**src/rtl/pll_loader_pkg.sv**
```systemverilog
// Shared definitions for the PLL register loader: the sequencer state
// encoding, the default parameter values and a small sizing helper.
package pll_loader_pkg;

   typedef enum logic [2:0] {
      IDLE  = 3'd0,
      LOAD  = 3'd1,
      SHIFT = 3'd2,
      LATCH = 3'd3,
      GAP   = 3'd4,
      FIN   = 3'd5
   } state_e;

   localparam int DEF_REG_W    = 32;
   localparam int DEF_NUM_REGS = 6;
   localparam int DEF_CLK_DIV  = 3;
   localparam int DEF_LE_W     = 4;
   localparam int DEF_GAP_W    = 8;
   localparam int DEF_LOCK_CNT = 64;

   // Largest of the three phase lengths sets the width of the shared phase counter.
   function automatic int max3(input int a, input int b, input int c);
      int m;
      m = (a > b) ? a : b;
      m = (m > c) ? m : c;
      return m;
   endfunction

endpackage

```
**src/rtl/pll_lock_mon.sv**
```systemverilog
// Lock-detect monitor: brings the asynchronous ld pin into the clk domain and
// reports lock only after LOCK_CNT consecutive high cycles.
module pll_lock_mon
   import pll_loader_pkg::*;
#(
   parameter int LOCK_CNT = DEF_LOCK_CNT
) (
   input  logic clk,
   input  logic rst,
   input  logic ld,
   input  logic hold,
   output logic locked
);

   localparam int CW = $clog2(LOCK_CNT + 1);

   logic          sync1_q, sync1_d;
   logic          sync2_q, sync2_d;
   logic [CW-1:0] cnt_q,   cnt_d;
   logic          locked_q, locked_d;

   // The counter saturates at LOCK_CNT; a low ld or an active load restarts it.
   always_comb begin
      sync1_d = ld;
      sync2_d = sync1_q;
      cnt_d   = cnt_q;
      if (hold || !sync2_q) begin
         cnt_d = '0;
      end else if (cnt_q != CW'(LOCK_CNT)) begin
         cnt_d = cnt_q + CW'(1);
      end
      locked_d = (cnt_d == CW'(LOCK_CNT));
   end

   always_ff @(posedge clk) begin
      if (rst) begin
         sync1_q  <= 1'b0;
         sync2_q  <= 1'b0;
         cnt_q    <= '0;
         locked_q <= 1'b0;
      end else begin
         sync1_q  <= sync1_d;
         sync2_q  <= sync2_d;
         cnt_q    <= cnt_d;
         locked_q <= locked_d;
      end
   end

   assign locked = locked_q;

endmodule

```
**src/rtl/pll_reg_loader.sv**
```systemverilog
// Serial register loader for a PLL synthesizer: shifts the selected words out
// MSB first, highest index first, latching each one with an le pulse.
module pll_reg_loader
   import pll_loader_pkg::*;
#(
   parameter int REG_W    = DEF_REG_W,
   parameter int NUM_REGS = DEF_NUM_REGS,
   parameter int CLK_DIV  = DEF_CLK_DIV,
   parameter int LE_W     = DEF_LE_W,
   parameter int GAP_W    = DEF_GAP_W,
   parameter int LOCK_CNT = DEF_LOCK_CNT
) (
   input  logic                      clk,
   input  logic                      rst,
   input  logic                      start,
   input  logic [NUM_REGS*REG_W-1:0] reg_data,
   input  logic [NUM_REGS-1:0]       reg_mask,
   output logic                      busy,
   output logic                      done,
   output logic                      sclk,
   output logic                      sdata,
   output logic                      le,
   output logic                      ce,
   input  logic                      ld,
   output logic                      locked
);

   localparam int CNT_W = $clog2(max3(CLK_DIV, LE_W, GAP_W) + 1);
   localparam int BIT_W = (REG_W > 1) ? $clog2(REG_W) : 1;
   localparam int IDX_W = (NUM_REGS > 1) ? $clog2(NUM_REGS) : 1;

   state_e                    state_q, state_d;
   logic [NUM_REGS*REG_W-1:0] data_q,  data_d;
   logic [NUM_REGS-1:0]       mask_q,  mask_d;
   logic [IDX_W-1:0]          idx_q,   idx_d;
   logic [REG_W-1:0]          sr_q,    sr_d;
   logic [CNT_W-1:0]          cnt_q,   cnt_d;
   logic [BIT_W-1:0]          bit_q,   bit_d;
   logic                      busy_q,  busy_d;
   logic                      done_q,  done_d;
   logic                      sclk_q,  sclk_d;
   logic                      sdata_q, sdata_d;
   logic                      le_q,    le_d;
   logic                      ce_q,    ce_d;

   int                        sel_i;
   logic                      sel_found;

   // Next-state and next-output logic; every output is registered with the state.
   always_comb begin
      state_d = state_q;
      data_d  = data_q;
      mask_d  = mask_q;
      idx_d   = idx_q;
      sr_d    = sr_q;
      cnt_d   = cnt_q;
      bit_d   = bit_q;
      busy_d  = busy_q;
      done_d  = 1'b0;
      sclk_d  = 1'b0;
      sdata_d = 1'b0;
      le_d    = 1'b0;
      ce_d    = 1'b1;

      sel_i     = 0;
      sel_found = 1'b0;
      for (int i = 0; i < NUM_REGS; i++) begin
         if (mask_q[i]) begin
            sel_i     = i;
            sel_found = 1'b1;
         end
      end

      case (state_q)
         IDLE: begin
            busy_d = 1'b0;
            if (start) begin
               data_d  = reg_data;
               mask_d  = reg_mask;
               busy_d  = 1'b1;
               state_d = LOAD;
            end
         end
         LOAD: begin
            cnt_d = '0;
            bit_d = '0;
            if (sel_found) begin
               idx_d   = IDX_W'(sel_i);
               sr_d    = data_q[sel_i*REG_W +: REG_W];
               sdata_d = sr_d[REG_W-1];
               state_d = SHIFT;
            end else begin
               done_d  = 1'b1;
               state_d = FIN;
            end
         end
         SHIFT: begin
            sclk_d  = sclk_q;
            sdata_d = sdata_q;
            if (cnt_q == CNT_W'(CLK_DIV - 1)) begin
               cnt_d = '0;
               if (!sclk_q) begin
                  sclk_d = 1'b1;
               end else if (bit_q == BIT_W'(REG_W - 1)) begin
                  sclk_d  = 1'b0;
                  sdata_d = 1'b0;
                  le_d    = 1'b1;
                  state_d = LATCH;
               end else begin
                  // Next bit is presented only as sclk falls, so it is stable while high.
                  bit_d   = bit_q + BIT_W'(1);
                  sr_d    = sr_q << 1;
                  sdata_d = sr_d[REG_W-1];
                  sclk_d  = 1'b0;
               end
            end else begin
               cnt_d = cnt_q + CNT_W'(1);
            end
         end
         LATCH: begin
            le_d = 1'b1;
            if (cnt_q == CNT_W'(LE_W - 1)) begin
               le_d    = 1'b0;
               cnt_d   = '0;
               state_d = GAP;
            end else begin
               cnt_d = cnt_q + CNT_W'(1);
            end
         end
         GAP: begin
            if (cnt_q == CNT_W'(GAP_W - 1)) begin
               mask_d[idx_q] = 1'b0;
               cnt_d         = '0;
               state_d       = LOAD;
            end else begin
               cnt_d = cnt_q + CNT_W'(1);
            end
         end
         FIN: begin
            busy_d  = 1'b0;
            state_d = IDLE;
         end
         default: begin
            busy_d  = 1'b0;
            state_d = IDLE;
         end
      endcase
   end

   always_ff @(posedge clk) begin
      if (rst) begin
         state_q <= IDLE;
         data_q  <= '0;
         mask_q  <= '0;
         idx_q   <= '0;
         sr_q    <= '0;
         cnt_q   <= '0;
         bit_q   <= '0;
         busy_q  <= 1'b0;
         done_q  <= 1'b0;
         sclk_q  <= 1'b0;
         sdata_q <= 1'b0;
         le_q    <= 1'b0;
         ce_q    <= 1'b0;
      end else begin
         state_q <= state_d;
         data_q  <= data_d;
         mask_q  <= mask_d;
         idx_q   <= idx_d;
         sr_q    <= sr_d;
         cnt_q   <= cnt_d;
         bit_q   <= bit_d;
         busy_q  <= busy_d;
         done_q  <= done_d;
         sclk_q  <= sclk_d;
         sdata_q <= sdata_d;
         le_q    <= le_d;
         ce_q    <= ce_d;
      end
   end

   // Holding on busy_d drops lock in the same edge that accepts a start.
   pll_lock_mon #(
      .LOCK_CNT (LOCK_CNT)
   ) u_lock_mon (
      .clk    (clk),
      .rst    (rst),
      .ld     (ld),
      .hold   (busy_d),
      .locked (locked)
   );

   assign busy  = busy_q;
   assign done  = done_q;
   assign sclk  = sclk_q;
   assign sdata = sdata_q;
   assign le    = le_q;
   assign ce    = ce_q;

endmodule

```
**config.mk**
```make
export PLATFORM = sky130hd
export DESIGN_NAME = pll_reg_loader
export DESIGN_NICKNAME = d
export VERILOG_FILES = /design/src/rtl/pll_loader_pkg.sv /design/src/rtl/pll_lock_mon.sv /design/src/rtl/pll_reg_loader.sv
export SDC_FILE = /design/constraint.sdc
export NUM_CORES = 1
export LEC_CHECK = 0
export CAP_MARGIN = 30
export CORE_MARGIN = 4
export CORE_UTILIZATION = 55
export CTS_CLUSTER_DIAMETER = 100
export CTS_CLUSTER_SIZE = 14
export DETAILED_ROUTE_END_ITERATION = 6
export MAX_ROUTING_LAYER = met4
export PLACE_DENSITY = 0.84
export RECOVER_POWER = 50
export SLEW_MARGIN = 5
export SYNTH_ARGS = -nofsm -noshare
export SYNTH_HDL_FRONTEND = slang
export SYNTH_HIERARCHICAL = 1
export SYNTH_SLANG_ARGS = --single-unit
```
**constraint.sdc**
```tcl
create_clock -name clk -period 3.05 [get_ports clk]
set_input_delay 0.4575 -clock clk [delete_from_list [all_inputs] [get_ports clk]]
set_output_delay 0.4575 -clock clk [all_outputs]
set_load 0.02 [all_outputs]
```
; Word-level counts from Yosys, hierarchy flattened
; Cells that the tools add are included.
[classes]
reduce_logical = 17
n_eq_ne = 18
bitwise = 4
mux = 54
magnitude_cmp = 2
shift = 1
add_sub_neg = 3
[op_table]
columns = op, count
row1 = variable part select 192 x 32 -> 32 bit, 1
row2 = two-way mux 31 bit, 4
row3 = two-way mux 27 bit, 4
row4 = case mux 31 bit (2 select lines), 1
row5 = two-way mux 3 bit, 7
row6 = two-way mux 1 bit, 20
row7 = "inequality test 2 bit, second input constant", 8
row8 = case mux 4 bit (4 select lines), 1
row9 = two-way mux 5 bit, 3
row10 = case mux 3 bit (5 select lines), 1
row11 = two-way mux 7 bit, 2
row12 = two-way mux 4 bit, 3
row13 = two-way mux 6 bit, 2
row14 = case mux 6 bit (2 select lines), 1
row15 = case mux 5 bit (2 select lines), 1
row16 = "== test 4 x 2 -> 1 bit, second input constant", 2
row17 = "adder 7 x 1 -> 7 bit, second input constant", 1
row18 = "== test 7 bit, second input constant", 1
row19 = "inequality test 7 bit, second input constant", 1
row20 = AND 6 bit, 1
row21 = "== test 3 x 2 -> 1 bit, second input constant", 2
row22 = inverter 6 bit, 1
row23 = case mux 1 bit (2 select lines), 3
row24 = AND reduction 2 bit, 3
row25 = other kinds (22), 25
[totals]
in_bits = 202
elab_cells = 116
regBits = 260

; Longest topological paths before layout
; Gate-level depths: netlist (run 1).
[depth]
ltp_word = 8
ltp_mapped = 10
ltp_nobuf = 8

; Modules after synthesis
; The synthesis (run 1) kept the hierarchy.
[by_module_without_submodules]
columns = module, area_each_um2, instances, cells_per_inst, seq_area_each_um2
row1 = pll_reg_loader, 10712.8, 1, 1357, 5004.8
row2 = pll_lock_mon, 496.7, 1, 55, 200.2

; Worst setup path after synthesis (run 1)
; No wires, ideal clock.
[synth_path]
kind = flip-flop to flip-flop
from = register bit_q[0]
to = register sr_q[21]
setup_ps = 119
path_stages_with_launch = 10
period_less_slack_ps = 2023
slack_ps = 1027
arrival_ps = 1905
path_cell_list = dfxtp_1 ha_1 and3_1 ha_1 or3_1 buf_6 buf_6 o21ai_2 o31ai_1 o221a_1
[synth_between]
elab_chain_cells = 3
[synth_lines]
columns = item, line_no
row1 = "start, declared", pll_reg_loader.sv:38  ; logic [BIT_W-1:0] bit_q, bit_d;
row2 = "start signal, assigned", pll_reg_loader.sv:172  ; bit_q <= bit_d;
row3 = == test 5 bit, pll_reg_loader.sv:104  ; end else if (bit_q == BIT_W'(REG_W - 1)) begin
row4 = inequality test 2 bit (no line), -
row5 = AND reduction 5 bit (no line), -
row6 = "end signal, assigned", pll_reg_loader.sv:170  ; sr_q <= sr_d;
row7 = "end, declared", pll_reg_loader.sv:36  ; logic [REG_W-1:0] sr_q, sr_d;
; No other way between the ends.
; A chain may end at the register's enable or synchronous reset.

; Final worst setup path (run 1)
[layout_path]
from = register bit_q[0]
to = register sr_q[30]
; Same word-level chain as after synthesis.

==> results of run 1 <==
==> cells in the final DEF (no fill, tap or decap), types with 5 or more instances in the layout <==
cell and n:
a21oi_1 218, a221oi_1 24, and3_1 6, buf_4 13
clkbuf_16 22, clkdlybuf4s50_1 200, dfxtp_1 260, dlygate4sd3_1 7
ha_1 6, inv_1 11, mux2i_1 34, nand2_1 410
nand3_1 11, nor2_1 29, nor2b_1 8, nor3_1 39
o211ai_1 7, o21ai_0 48, o21ai_1 10, o21ai_2 9
o221a_1 20, o221ai_1 7, o2bb2ai_1 6, o31ai_1 22
or3_1 33, xnor2_1 5, xor2_1 5
==> power breakdown <==
part | internal, W | switching (W)
clock network | 0.00129 | 0.00120
registers | 0.00417 | 0.000449
logic | 0.00155 | 0.00267
==> worst max-delay path by stage <==
stage               slack, ns       end        from
detailed placement       0.53  sr_q[30]    bit_q[0]
finish                   0.44  sr_q[30]    bit_q[0]
CTS                      0.48  sr_q[30]    bit_q[0]
global route             0.21  cnt_q[0]  state_q[2]
floorplan                1.03  sr_q[21]    bit_q[0]
global placement         0.58  sr_q[30]    bit_q[0]
==> routing by layer <==
layer | share of wire | track usage | wire [µm] | up-vias
met5 | 0 | - | 0 | -
met4 | 0.052 | 0.1296 | 1641 | 0
met3 | 0.054 | 0.03161 | 1702 | 94
met2 | 0.50 | 0.4695 | 15780 | 373
met1 | 0.39 | 0.3304 | 12350 | 4835
li1 | - | - | - | 5135
==> cells by family after synthesis <==
logic type                 count (synthesis)  share of synthesized area
DFF                                      260                     0.4643
buffers and inverters                    133                    0.05235
and+or+nand+nor                          568                     0.2169
AOI/OAI and AO/OA                        400                     0.2206
adders and majority gates                  6                   0.006697
muxes                                     35                    0.03137
xor gates and xnor gates                  10                   0.007813
==> cell type report <==
cell class	instances	area share
clock inverters	2	0.001805
inverters	11	0.002978
flip-flops and latches	260	0.3754
well taps	265	0.02391
clock buffers	22	0.03971
multi-input cells	1019	0.3918
repair buffers	228	0.1644
==> state kept, by name (all words and copies together), names as in the netlist <==
name / cells
sr_q: 31
data_q: 192
u_lock_mon/cnt_q: 7
busy: 1
sdata: 1
u_lock_mon/locked: 1
sclk: 1
u_lock_mon/sync1_q: 1
bit_q: 5
mask_q: 6
state_q: 3
le: 1
done: 1
ce: 1
idx_q: 3
cnt_q: 4
u_lock_mon/sync2_q: 1
==> stage by stage <==
stage	cell area (µm²)	total power, W
floorplan	11210	0.007574
global placement	13310	0.008771
detailed placement	13310	0.008887
CTS	13880	0.01136
global route	13860	0.01201
finish	13860	0.01132
==> run_results.csv, run 1 <==
group,metric,value,unit
setup_path,crit_chain,"ha_1 > and3_1 > ha_1 > or3_1 > nand2_2 > nor2_1 > a311oi_1",
clock_tree,cts_tree,"done",
yosys,syn_nets,1620,
power,pwr_density_cell,816.5,mW/mm²
global_route,track_usage,0.2772,
place,io_buffer_count,208,
sta,timing.fmax,0.3827,GHz
outcome,status,"complete, no violations",
place,place_inst,1783,
final_layout,diodes,0,
setup_path,cp_num_buf_inv,0,
sta,worst_pin_slew,1.469,ns
sta,layout_setup_ws,0.4367,ns
global_route,overflow,0,
sta,tns,0,ns
setup_path,path_delay_family,"simple AND/OR/NAND/NOR gates",
setup_path,reg2reg_from,"bit_q[0]",
clock_tree,cts_resized,0,
route,drt_wl_total,31480,µm
yosys,synth-edff-count,0,
hold_path,hold_depth,2,
setup_path,cp.depth,7,
final_layout,final_util,0.7009,
clock_tree,cts.root.buffer_cell,"clkbuf_16",
setup_path,reg2reg_to,"sr_q[30]",
sta,slew_headroom,0.02084,
yosys,synth_top_area_cell,"dfxtp_1",
die,die-width,150.8,µm
route,ant_nets,0,
route,drt_iter0_drc,774,
sta,min_period,2.613,ns
setup_path,cp.required,3.47,ns
global_route,grt_max_degree,194,
yosys,synthCells,1412,
route,via_count,10440,
hold_path,hold_end,"idx_q[1]",
yosys,syn-cell-area,0.01121,mm²
clock_tree,cts_sinks,260,
sta,timing.hold.ws,0.3156,ns
sta,skew,0.01340,ns
final_layout,nFillCells,1663,
setup_path,reg2reg_depth,7,
clock_tree,cts.clk_slew.worst_paths,0.07,ns
yosys,ys_ff_latch,260,
setup_path,endpoint_kind,"flop",
setup_path,cp_max_fo,24,
power,p_leak,4.989,nW
setup_path,critical_path_arrival,3.04,ns
clock_tree,insertion_delay,0.52,ns
global_route,grt_pass1_wl,49580,µm
yosys,synthArstFlopShare,0,
setup_path,startpoint_type,"flop",
final_layout,seq_area,0.005205,mm²
global_route,antenna_found_initial,0,
yosys,yosysUniqueCellTypes,65,
yosys,yosysSeqAreaShare,0.4643,
setup_path,rrSetupSlack,0.44,ns
clock_tree,cts_setup_buffers,0,
sta,slew_viol_final,0,
yosys,synth-main-ff-cell,"dfxtp_1",
yosys,yosysMostFrequentCell,"nand2_1",
die,die_h,150.8,µm
clock_tree,cts_max_level,1,
sta,hold_viol_final,0,
yosys,synth_top_area_share,0.4643,
die,start_util,0.5667,
die,num_rows,51,
clock_tree,hold_buffers,0,
setup_path,critPathSlowestCell,"or3_1",
setup_path,cp_common_cell,"ha_1",
route,viasPerCell,5.776,
die,core,0.01978,mm²
route,remaining_drc_errors,0,
setup_path,cpPeakStageDelay,0.66,ns
clock_tree,clk_path_buf_depth,3,
final_layout,drive_gt1_frac,0.04345,
power,vdd_drop_max,690.3,µV
die,num_io_pins,209,
sta,setup_viol,0,
global_route,grt_pass1_vias,10090,
yosys,avgSynthCellArea,7.939,µm²
final_layout,synthToLayoutAreaGrowth,23.69,%
hold_path,min_from,"rst",
route,route.detailed.wl_per_inst,17.42,µm
sta,finalCritPeriodShare,0.8568,
yosys,synthTopCellsByCount,"411 x nand2_1, 260 x dfxtp_1, 218 x a21oi_1",
setup_path,crit_type,"reg2reg",
yosys,synth_top_cells_by_area,"dfxtp_1 46%, nand2_1 14%, a21oi_1 9.7%",
die,die-area,0.02273,mm²
sta,rsz0062_at_grt,"no",
final_layout,nNetsFinal,1750,
final_layout,final_cells,1807,
hold_path,hold_class,"in2reg",
clock_tree,cts_buffers,22,
route,first_pass_iters,5,
final_layout,multi_input_area,0.005431,mm²
flow_run,maxCapViolCount,0,
yosys,yosys_warnings,6,
place,pre_cts_ws,0.5299,ns
place,gp_congestion,0.9341,
place,dp_hpwl,21230,µm
(Power assumes the default switching activity.)
==> inputs of run 2 (changes only) <==
--- a/config.mk
+++ b/config.mk
@@ -11,6 +11,7 @@
 export CTS_CLUSTER_DIAMETER = 100
 export CTS_CLUSTER_SIZE = 14
 export DETAILED_ROUTE_END_ITERATION = 6
+export GPL_TIMING_DRIVEN = 0
 export MAX_ROUTING_LAYER = met4
 export PLACE_DENSITY = 0.84
 export RECOVER_POWER = 50
==> run 2 against run 1 <==
  * First-iteration DRC count increased by 25%
  * Sequential power about the same
  * Design area increased by 2.4%
  * Register-to-register slack got worse by 0.097 ns
  * Power increased by 3.3%
  * Combinational power increased by 8.8%
  * Largest cell class unchanged
  * Highest routed layer unchanged
==> run_results.csv, run 2 (same netlist as run 1, synthesis figures left out) <==
group,metric,value,unit
sta,finalCritPeriodShare,0.8907,
global_route,track_usage,0.3076,
power,pwr_density_cell,823.8,mW/mm²
clock_tree,cts_setup_buffers,0,
final_layout,largest_reg_flops,192,
place,dpl_cell_area,0.01362,mm²
route,drt_iter0_drc,968,
clock_tree,cts.root.buffer_cell,"clkbuf_16",
setup_path,startpoint_type,"input pin",
final_layout,diodes,0,
die,num_rows,51,
route,route.detailed.wl_per_inst,18.36,µm
sta,skew,0.01499,ns
global_route,grt_pass1_wl,53900,µm
global_route,grt_max_degree,15,
place,pre_cts_ws,0.01666,ns
final_layout,design_area,0.01420,mm²
clock_tree,cts_max_level,1,
final_layout,layout.cells.most_common,"nand2_1",
setup_path,rrSetupSlack,0.34,ns
sta,worst_pin_slew,0.7513,ns
setup_path,crit_type,"in2reg",
global_route,antenna_found_initial,0,
outcome,status,"complete, no violations",
setup_path,path_delay_family,"buffers and inverters",
final_layout,multi_input_area,0.005418,mm²
route,first_pass_iters,5,
setup_path,critical_path_arrival,3.15,ns
clock_tree,hold_buffers,0,
final_layout,drive_gt1_frac,0.04319,
global_route,grt_pass1_vias,10690,
die,die-width,150.8,µm
clock_tree,cts_sinks,260,
flow_run,maxCapViolCount,0,
hold_path,hold_class,"reg2reg",
clock_tree,clk_path_buf_depth,3,
clock_tree,cts_tree,"done",
route,via_count,11290,
sta,tns,0,ns
power,vdd_drop_max,459.0,µV
sta,setup_viol,0,
setup_path,cp.required,3.48,ns
clock_tree,cts_resized,0,
clock_tree,cts.clk_slew.worst_paths,0.06,ns
final_layout,layout_common_cells,"411 x nand2_1, 260 x dfxtp_1, 218 x a21oi_1",
sta,slew_viol_final,0,
setup_path,critPathSlowestCell,"dlygate4sd3_1",
route,remaining_drc_errors,0,
final_layout,seq_area,0.005205,mm²
setup_path,cp_max_fo,10,
power,p_leak,5.129,nW
route,ant_nets,0,
setup_path,endpoint_kind,"flop",
final_layout,synthToLayoutAreaGrowth,26.69,%
sta,hold_viol_final,0,
final_layout,top_register,"data_q",
final_layout,reg_top3,"data_q x192, sr_q x31, u_lock_mon/cnt_q x7",
place,gp_congestion,0.9276,
sta,layout_setup_ws,0.3332,ns
sta,slew_headroom,0.4939,
final_layout,nFillCells,1608,
setup_path,cpPeakStageDelay,0.56,ns
final_layout,nNetsFinal,1852,
die,die-area,0.02273,mm²
sta,rsz0062_at_grt,"no",
sta,min_period,2.717,ns
route,viasPerCell,5.916,
setup_path,cp_num_buf_inv,4,
setup_path,crit_chain,"dlygate4sd3_1 > nor2b_1 > and2_0 > clkbuf_1 > buf_2 > buf_1 > nand2_1 > a21oi_1",
die,die_h,150.8,µm
die,start_util,0.5667,
clock_tree,cts_buffers,22,
die,num_io_pins,209,
place,io_buffer_count,208,
global_route,overflow,0,
sta,timing.hold.ws,0.4509,ns
sta,timing.fmax,0.3681,GHz
route,drt_wl_total,35060,µm
place,dp_hpwl,26660,µm
clock_tree,insertion_delay,0.51,ns
die,core,0.01978,mm²
==> run 2: cell types whose count changed in the layout (fill, tap and decap cells not counted), moves of 2 or more <==
| cell | delta |
|---|---|
| clkbuf_1 | +90 |
| buf_2 | +17 |
| buf_4 | -9 |
| buf_12 | -4 |
| buf_6 | +4 |
| buf_1 | +3 |
| dlygate4sd3_1 | +2 |
==> run 2: worst register-to-register path, cell delays in order (launching register included) <==
cell,delay (ns)
dfxtp_1,0.34
clkbuf_1,0.46
or3_1,0.20
buf_2,0.18
clkbuf_1,0.60
o221ai_1,0.33
a2111o_1,0.48
o21ai_0,0.07
==> run 2: path summary, 6_finish.rpt <==
path          startpoint           to  depth (start not counted)
min          data_q[133]  data_q[133]                          2
max                start   data_q[87]                          8
max reg2reg    mask_q[5]     sr_q[24]                          7
min reg2reg  data_q[133]  data_q[133]                          2
==> run 2: metal layers <==
| metal | vias to the layer above | wire [µm] | track usage |
|---|---|---|---|
| met5 | - | 0 | - |
| met4 | 0 | 1692 | 0.1378 |
| met3 | 103 | 2572 | 0.03371 |
| met2 | 548 | 16910 | 0.5064 |
| met1 | 5286 | 13880 | 0.3827 |
| li1 | 5356 | - | - |
==> run 2: layout make-up <==
type                            count  area share
Tap cell                          265     0.02335
Clock inverter                      1   0.0006167
Timing Repair Buffer              208      0.1466
Buffer                            122     0.03797
Clock buffer                       23     0.04053
Sequential cell                   260      0.3665
Inverter                           11    0.002907
Multi-Input combinational cell   1019      0.3815
==> run 2: power breakdown <==
part           internal [W]  switching (W)
Sequential          0.00417       0.000426
Clock               0.00133        0.00119
Combinational       0.00163        0.00295
==> run 2: through the flow <==
stage / utilization / power [W] / instances
finish: 0.7179 / 0.01170 / 1909
global route: 0.7179 / 0.01234 / 1909
CTS: 0.7182 / 0.01162 / 1909
detailed placement: 0.6887 / 0.009132 / 1885
global placement: 0.6887 / 0.008982 / 1885
floorplan: - / 0.007574 / 1412
==> inputs of run 3 (changes only) <==
--- a/config.mk
+++ b/config.mk
@@ -9,7 +9,6 @@
 export CORE_MARGIN = 4
 export CORE_UTILIZATION = 55
 export CTS_CLUSTER_DIAMETER = 100
-export CTS_CLUSTER_SIZE = 14
 export DETAILED_ROUTE_END_ITERATION = 6
 export GPL_TIMING_DRIVEN = 0
 export MAX_ROUTING_LAYER = met4
==> run 3 against run 2 <==
  * Via count up 0.63%
  * Critical endpoint is now sr_q[24]
  * Combinational power about the same
  * Cell count rose by 1.4%
  * Worst setup slack lost 0.0073 ns
==> run_results.csv, run 3 (same netlist as run 1, synthesis figures left out) <==
group,metric,value,unit
final_layout,final_cells,1936,
power,pwr_density_cell,875.8,mW/mm²
sta,hold_viol_final,0,
sta,finalCritPeriodShare,0.8931,
setup_path,cp_common_cell,"clkbuf_1",
route,route.detailed.wl_per_inst,18.47,µm
die,core,0.01978,mm²
setup_path,cp.required,3.52,ns
setup_path,reg2reg_to,"sr_q[24]",
clock_tree,cts_resized,0,
clock_tree,cts_max_level,1,
final_layout,synthToLayoutAreaGrowth,30.06,%
clock_tree,hold_buffers,0,
setup_path,critical_path_arrival,3.20,ns
sta,rsz0062_at_grt,"no",
setup_path,crit_chain,"clkbuf_1 > or3_1 > buf_2 > clkbuf_1 > o221ai_1 > a2111o_1 > o21ai_0",
global_route,overflow,0,
final_layout,nNetsFinal,1858,
route,drt_iter0_drc,985,
route,remaining_drc_errors,0,
sta,setup_viol,0,
clock_tree,cts.clk_slew.worst_paths,0.07,ns
final_layout,layout_common_cells,"412 x nand2_1, 260 x dfxtp_1, 218 x a21oi_1",
hold_path,min_from,"data_q[177]",
setup_path,cpPeakStageDelay,0.61,ns
sta,tns,0,ns
final_layout,layout.cells.most_common,"nand2_1",
die,die-width,150.8,µm
route,viasPerCell,5.870,
setup_path,startpoint_type,"flop",
clock_tree,cts.root.buffer_cell,"clkbuf_16",
clock_tree,cts_sinks,260,
final_layout,drive_gt1_frac,0.05566,
final_layout,top_register,"data_q",
setup_path,cp_max_fo,10,
place,place_inst,1885,
final_layout,diodes,0,
final_layout,reg_top3,"data_q x192, sr_q x31, u_lock_mon/cnt_q x7",
die,die_h,150.8,µm
die,die-area,0.02273,mm²
route,ant_nets,0,
global_route,grt_pass1_wl,54720,µm
hold_path,hold_end,"data_q[177]",
setup_path,endpoint_kind,"flop",
power,p_leak,5.312,nW
setup_path,cp_num_buf_inv,3,
sta,slew_headroom,0.4852,
global_route,grt_max_degree,15,
sta,timing.fmax,0.3671,GHz
setup_path,rrSetupSlack,0.33,ns
die,num_rows,51,
sta,slew_viol_final,0,
place,dp_hpwl,26660,µm
route,drt_wl_total,35750,µm
outcome,status,"complete, no violations",
global_route,antenna_found_initial,0,
sta,min_period,2.724,ns
clock_tree,cts_tree,"done",
setup_path,path_delay_family,"buffers and inverters",
setup_path,crit_type,"reg2reg",
route,via_count,11360,
setup_path,reg2reg_from,"mask_q[5]",
route,first_pass_iters,6,
power,vdd_drop_max,535.9,µV
die,start_util,0.5667,
clock_tree,cts_buffers,28,
clock_tree,clk_path_buf_depth,3,
die,num_io_pins,209,
setup_path,reg2reg_depth,7,
setup_path,critPathSlowestCell,"clkbuf_1",
hold_path,hold_depth,2,
place,io_buffer_count,208,
place,gp_congestion,0.9276,
global_route,grt_pass1_vias,10830,
clock_tree,cts_setup_buffers,0,
clock_tree,insertion_delay,0.54,ns
global_route,track_usage,0.3122,
final_layout,nFillCells,1550,
flow_run,maxCapViolCount,0,
hold_path,hold_class,"reg2reg",
final_layout,largest_reg_flops,192,
sta,skew,0.01093,ns
sta,worst_pin_slew,0.7721,ns
-- run 3: per-layer routing --
layer	vias to the layer above	wire, µm	global-route usage	part of all wire
met5	-	0	-	0
met4	0	2147	0.1537	0.060
met3	147	2626	0.03853	0.073
met2	542	16920	0.5068	0.47
met1	5295	14060	0.3860	0.39
li1	5380	-	-	-
-- run 3: area by class of cell --
class                   instances  area (µm²)  area share
flip-flops and latches        260        5205      0.3570
multi-input cells            1019        5415      0.3714
well taps                     265       331.6     0.02274
inverters                      11       41.29    0.002832
clock buffers                  36       780.7     0.05355
clock inverters                15       193.9     0.01330
plain buffers                 122       529.3     0.03630
repair buffers                208        2082      0.1428
-- run 3: power by group --
| group | switching [W] | total [W] | internal, W | leakage, nW |
|---|---|---|---|---|
| Combinational | 0.00297 | 0.00460 | 0.00163 | 2.71 |
| Clock | 0.00143 | 0.00358 | 0.00215 | 0.476 |
| Sequential | 0.000428 | 0.00460 | 0.00417 | 2.13 |
| Total | 0.00483 | 0.0128 | 0.00794 | 5.31 |
-- run 3: tightest hold or removal path: stages, from the launching register on --
cell,delay [ns]
dfxtp_1,0.30
nand2_1,0.05
a21oi_1,0.05
-- run 3: through the flow --
| stage | instance area (µm²) | total power, W | worst slack [ns] | util | hold slack (ns) |
|---|---|---|---|---|---|
| finish | 14580 | 0.01277 | 0.3259 | 0.7370 | 0.4505 |
| global route | 14580 | 0.01340 | 0.1578 | 0.7370 | 0.4615 |
| CTS | 14600 | 0.01269 | 0.5443 | 0.7380 | 0.4477 |
| detailed placement | 13620 | 0.009132 | 0.01666 | 0.6887 | 0.4427 |
| global placement | 13620 | 0.008982 | 0.1484 | 0.6887 | 0.4299 |
| floorplan | 11210 | 0.007574 | 1.027 | - | 0.4138 |
-- run 3: worst max path at each step --
stage                        endpoint  slack (ns)  cells after the start       start
final                        sr_q[24]        0.33                      7   mask_q[5]
after global routing       data_q[80]        0.16                      8       start
after CTS                  data_q[87]        0.54                      8  state_q[0]
after detailed placement   data_q[87]        0.02                      8       start
after global placement    data_q[190]        0.15                      8       start
after floorplan              sr_q[21]        1.03                      9    bit_q[0]
